$ cat config.mk
export PLATFORM = sky130hd
export DESIGN_NAME = nibble_divider_seq_flat
export DESIGN_NICKNAME = d
export VERILOG_FILES = /design/src/rtl/nibble_divider_seq_if.sv /design/src/rtl/nibble_divider_seq.sv /design/src/flat_wrapper.sv
export SDC_FILE = /design/constraint.sdc
export NUM_CORES = 1
export LEC_CHECK = 0
export CORE_MARGIN = 3
export CORE_UTILIZATION = 39
export CTS_BUF_LIST = sky130_fd_sc_hd__clkbuf_8
export CTS_CLUSTER_SIZE = 12
export DETAILED_ROUTE_END_ITERATION = 10
export GPL_TIMING_DRIVEN = 0
export SLEW_MARGIN = 15
export SYNTH_ARGS = -nofsm -noshare
export SYNTH_HDL_FRONTEND = slang
export SYNTH_SLANG_ARGS = --single-unit
$ cat constraint.sdc
create_clock -name clk -period 2.6 [get_ports clk]
set_input_delay 0.52 -clock clk [delete_from_list [all_inputs] [get_ports clk]]
set_output_delay 0.52 -clock clk [all_outputs]
set_load 0.01 [all_outputs]
$ cat src/rtl/nibble_divider_seq_if.sv
// Operand/result bundle for the sequential nibble divider.
// The master drives start and the operands; the slave returns status and results.
interface nibble_divider_seq_if #(
  parameter int WIDTH = 4
);
  logic             start;
  logic [WIDTH-1:0] dividend;
  logic [WIDTH-1:0] divisor;
  logic             busy;
  logic             done;
  logic [WIDTH-1:0] quotient;
  logic [WIDTH-1:0] remainder;
  logic             div_by_zero;

  modport master (
    output start, dividend, divisor,
    input  busy, done, quotient, remainder, div_by_zero
  );

  modport slave (
    input  start, dividend, divisor,
    output busy, done, quotient, remainder, div_by_zero
  );
endinterface

$ cat src/rtl/nibble_divider_seq.sv
// Restoring divider producing one quotient bit per cycle, MSB first.
// A zero divisor short-circuits to all-ones quotient and the dividend as remainder.
module nibble_divider_seq #(
  parameter int WIDTH = 4
) (
  input  logic                clk,
  input  logic                reset,
  nibble_divider_seq_if.slave bus
);
  localparam int CW = (WIDTH > 2) ? $clog2(WIDTH) : 1;
  localparam logic [CW-1:0] LAST = CW'(WIDTH - 1);

  localparam logic [0:0] IDLE = 1'b0;
  localparam logic [0:0] RUN  = 1'b1;

  logic [0:0]       r_state;
  logic [CW-1:0]    r_cnt;
  logic [WIDTH-1:0] r_pr;
  logic [WIDTH-1:0] r_dvd;
  logic [WIDTH-1:0] r_dsr;
  logic [WIDTH-1:0] r_q;
  logic             r_done;
  logic [WIDTH-1:0] r_quot;
  logic [WIDTH-1:0] r_rem;
  logic             r_dbz;

  // Shifted partial remainder is kept at WIDTH+1 bits: its top bit can be set
  // when the divisor is large, and the borrow of the subtraction lands in bit WIDTH.
  logic [WIDTH:0]   w_shift;
  logic [WIDTH:0]   w_diff;
  logic             w_ge;
  logic [WIDTH-1:0] w_pr_next;
  logic [WIDTH-1:0] w_q_next;

  assign w_shift   = {r_pr, r_dvd[WIDTH-1]};
  assign w_diff    = w_shift - {1'b0, r_dsr};
  assign w_ge      = ~w_diff[WIDTH];
  assign w_pr_next = w_ge ? w_diff[WIDTH-1:0] : w_shift[WIDTH-1:0];
  assign w_q_next  = {r_q[WIDTH-2:0], w_ge};

  always_ff @(posedge clk or posedge reset) begin
    if (reset) begin
      r_state <= IDLE;
      r_cnt   <= '0;
      r_pr    <= '0;
      r_dvd   <= '0;
      r_dsr   <= '0;
      r_q     <= '0;
      r_done  <= 1'b0;
      r_quot  <= '0;
      r_rem   <= '0;
      r_dbz   <= 1'b0;
    end else begin
      r_done <= 1'b0;
      case (r_state)
        IDLE: begin
          if (bus.start) begin
            if (bus.divisor == '0) begin
              r_quot <= '1;
              r_rem  <= bus.dividend;
              r_dbz  <= 1'b1;
              r_done <= 1'b1;
            end else begin
              r_dvd   <= bus.dividend;
              r_dsr   <= bus.divisor;
              r_pr    <= '0;
              r_q     <= '0;
              r_cnt   <= LAST;
              r_state <= RUN;
            end
          end
        end
        RUN: begin
          r_pr  <= w_pr_next;
          r_q   <= w_q_next;
          r_dvd <= {r_dvd[WIDTH-2:0], 1'b0};
          if (r_cnt == '0) begin
            r_quot  <= w_q_next;
            r_rem   <= w_pr_next;
            r_dbz   <= 1'b0;
            r_done  <= 1'b1;
            r_state <= IDLE;
          end else begin
            r_cnt <= r_cnt - 1'b1;
          end
        end
        default: r_state <= IDLE;
      endcase
    end
  end

  assign bus.busy        = (r_state == RUN);
  assign bus.done        = r_done;
  assign bus.quotient    = r_quot;
  assign bus.remainder   = r_rem;
  assign bus.div_by_zero = r_dbz;
endmodule

$ cat src/flat_wrapper.sv
// flat-port wrapper written by rule: the top's interface ports become plain ports
module nibble_divider_seq_flat 
#(
  parameter int WIDTH = 4
)
  (clk, reset, bus_start, bus_dividend, bus_divisor, bus_busy, bus_done, bus_quotient, bus_remainder, bus_div_by_zero);
  nibble_divider_seq_if #(.WIDTH(WIDTH)) bus_i ();
  input  logic clk;
  input  logic reset;
  input wire logic [$bits(bus_i.start)-1:0] bus_start;
  input wire logic [$bits(bus_i.dividend)-1:0] bus_dividend;
  input wire logic [$bits(bus_i.divisor)-1:0] bus_divisor;
  output wire logic [$bits(bus_i.busy)-1:0] bus_busy;
  output wire logic [$bits(bus_i.done)-1:0] bus_done;
  output wire logic [$bits(bus_i.quotient)-1:0] bus_quotient;
  output wire logic [$bits(bus_i.remainder)-1:0] bus_remainder;
  output wire logic [$bits(bus_i.div_by_zero)-1:0] bus_div_by_zero;
  assign bus_i.start = bus_start;
  assign bus_i.dividend = bus_dividend;
  assign bus_i.divisor = bus_divisor;
  assign bus_busy = bus_i.busy;
  assign bus_done = bus_i.done;
  assign bus_quotient = bus_i.quotient;
  assign bus_remainder = bus_i.remainder;
  assign bus_div_by_zero = bus_i.div_by_zero;
  nibble_divider_seq #(.WIDTH(WIDTH)) u_core (.clk(clk), .reset(reset), .bus(bus_i));
endmodule
==> flow_summary.ini <==
[outcome]
status = finished, final reports clean

[die]
core_um2 = 3416
die_h_um = 66.24
initial_core_util = 0.4143
die_w_um = 66.24
io_pins = 22
num_rows = 21
die-area_um2 = 4387

[power_and_ir_drop]
power_density_nw_per_um2 = 1381
power.total_mw = 2.443
power.leakage_nw = 0.7797
max-vdd-ir-drop_mv = 0.5889

[critical_path]
cp.arrival_ps = 2570
cp-end-kind = flip-flop
start_kind = flip-flop
worst-path-max-fanout = 8
cp-startpoint = u_core.r_dvd[3]
worst_r2r_path_depth = 8
r2r-start = u_core.r_dvd[3]
critPathCapture = u_core.bus.remainder[0]
rr_endpoint = u_core.bus.remainder[0]
critPathKind = reg2reg
regToRegSetupSlack_ps = 230
crit_required_ps = 2810

[global_routing]
track_usage = 0.1564
antenna_found_initial = 0
grt_max_degree = 29
grt_pass1_wl_mm = 5.285
grt_pass1_vias = 1141
overflow = 0

[clock_network]
clockRootBuffer = clkbuf_8
cts_buffer_depth = 2
path_clk_slew_ps = 100
post-cts-setup-buffers = 0
cts.repair.resized = 0
cts_tree = built
cts_made_buffers = 3
htreeDepth = 1
holdBufCountCts = 0
numClockSinks = 28
clock_latency_ps = 280

[synth]
ys_ff_latch = 28
synth_top_family_by_area = simple AND/OR/NAND/NOR gates
synth_nets = 167
avgSynthCellArea_um2 = 9.434
ys_types = 35
ys_warn_count = 0
ys_seq_area_frac = 0.4951
netlist_instances = 150
synth_fa_ha_area_frac = 0.05836
synth_xor_area_frac = 0.01857
syn_area_um2 = 1415
yosys.area_share.simple = 0.1804
synth_compound_area_frac = 0.1636
synth_mux_area_frac = 0.03006

[timing]
period_needed_ps = 2370
worst_pin_slew_ps = 1016
rsz0062_at_grt = no
maxSlewViolCount = 0
period_share = 0.9114
tns_ps = 0
fmax_mhz = 422.0
slew_headroom = 0.3182
skew_ps = 5.227
hold_violations = 0
setup_viol = 0

[detailed_routing]
dr.pass1.iters = 4
vias = 1118
drtIter0Drc = 31
drc = 0
drt-total-wl_mm = 3.080
wire_per_inst_um = 13.94
viasPerCell = 5.059
postRouteAntennaNets = 0

[cells_and_area]
area_growth_pct = 25.02
antennaDiodeCount = 0
drive_gt1_frac = 0.07429
design_area_um2 = 1769
final_nets = 193

[min_path]
hold_class = reg2reg
hold_start = u_core.r_cnt[0]

[flow_run]
cap_violations = 0

[placed_design]
port_buffers = 21
dpl.hpwl_mm = 2.278
gp_congestion = 0.8138
placed_area_um2 = 1683
## power by group
part	internal, mW	switching [mW]	total [mW]	leakage (nW)
Clock	0.206	0.138	0.344	0.0357
Combinational	0.618	0.704	1.32	0.403
Sequential	0.645	0.133	0.778	0.341
## cells in the final DEF, fill, tap and decap left out, drive strengths merged
cell	instances
a211o	1
a21o	2
a21oi	11
a311o	1
a31oi	3
and2	1
and4	1
buf	2
bufinv	1
clkbuf	8
clkdlybuf4s50	21
clkinv	1
dfrtp	28
fa	1
ha	5
inv	10
mux2	2
mux2i	2
nand2	21
nand2b	3
nand3	2
nand3b	4
nand4	1
nand4b	1
nor2	16
nor2b	1
nor3	2
o21ai	16
o22a	1
o32a	1
o32ai	1
or4	1
xnor2	1
xor2	2
## cell type report
| type | instances | area, µm² |
|---|---|---|
| Inverter | 11 | 41.29 |
| Timing Repair Buffer | 21 | 210.2 |
| Fill cell | 315 | 1647 |
| Clock inverter | 1 | 30.03 |
| Buffer | 7 | 35.03 |
| Multi-Input combinational cell | 104 | 653.1 |
| Clock buffer | 3 | 41.29 |
| Tap cell | 46 | 57.56 |
| Sequential cell | 28 | 700.7 |
## logic make-up after synthesis
family / Yosys count
simple gates: 54
compound gates: 37
flops: 28
buf+inv: 18
fa+ha+maj: 6
mux: 4
xor+xnor: 3
## metal layers
| metal | global-route usage | vias to the layer above | wire [µm] |
|---|---|---|---|
| met2 | 0.2491 | 18 | 1429 |
| met1 | 0.2099 | 534 | 1500 |
| met3 | 0.02721 | 7 | 87 |
| met5 | 0 | - | 0 |
| li1 | - | 559 | - |
| met4 | 0.06091 | 0 | 63 |
## flip-flops by register name (all words and copies together), names as in the netlist
register and cells:
u_core.bus.remainder 4, u_core.r_dsr 4, u_core.r_q 3, u_core.bus.busy 1, u_core.r_dvd 4, u_core.r_pr 4
u_core.bus.div_by_zero 1, u_core.r_cnt 2, u_core.bus.done 1, u_core.bus.quotient 4
## cell usage after synthesis
master    instances  share of area
a211o_1           1         0.0062
a21o_1            2          0.011
a21oi_1          10          0.035
a21oi_2           1         0.0062
a311o_1           1         0.0071
a31oi_1           3          0.013
and2_1            1         0.0044
and4_1            1         0.0062
buf_2             1         0.0035
buf_6             1         0.0080
clkbuf_1          5          0.013
dfrtp_1          28           0.50
fa_1              1          0.014
ha_1              5          0.044
inv_1            11          0.029
mux2_2            2          0.016
mux2i_1           2          0.014
nand2_1          21          0.056
nand2b_1          3          0.013
nand3_1           2         0.0071
nand3b_1          4          0.021
nand4_1           1         0.0044
nand4b_1          1         0.0062
nor2_1           16          0.042
nor2b_1           1         0.0044
nor3_1            2         0.0071
o21ai_0          14          0.050
o21ai_1           1         0.0035
o21ai_4           1          0.011
o22a_2            1         0.0071
o32a_1            1         0.0071
o32ai_1           1         0.0062
or4_4             1         0.0080
xnor2_1           1         0.0062
xor2_1            2          0.012
## per-stage QoR
stage,util,std cells,hold WS [ps],setup WS [ps]
2_1_floorplan,-,150,439.6,371.8
4_1_cts,0.5136,221,479.3,86.49
3_3_place_gp,0.4927,217,454.2,112.3
5_1_grt,0.5179,221,527.2,46.48
6_report,0.5179,221,471.7,230.3
3_5_place_dp,0.4927,217,466.4,137.4
## critical path, cell delays in order, from the launching register on
cell      delay [ps]
dfrtp_1          370
inv_1             60
ha_1             200
fa_1             400
nand2b_1         190
a21oi_4          250
xor2_2           280
mux2_2           390
a21oi_1          150
## worst min path at each step
stage                             end  depth (start not counted)
2_1_floorplan         u_core.r_cnt[0]                          1
3_3_place_gp          u_core.r_cnt[0]                          1
3_5_place_dp   u_core.bus.div_by_zero                          1
4_1_cts               u_core.r_cnt[0]                          1
5_1_grt               u_core.r_cnt[0]                          1
6_report              u_core.r_cnt[0]                          1
(Power assumes the default switching activity.)
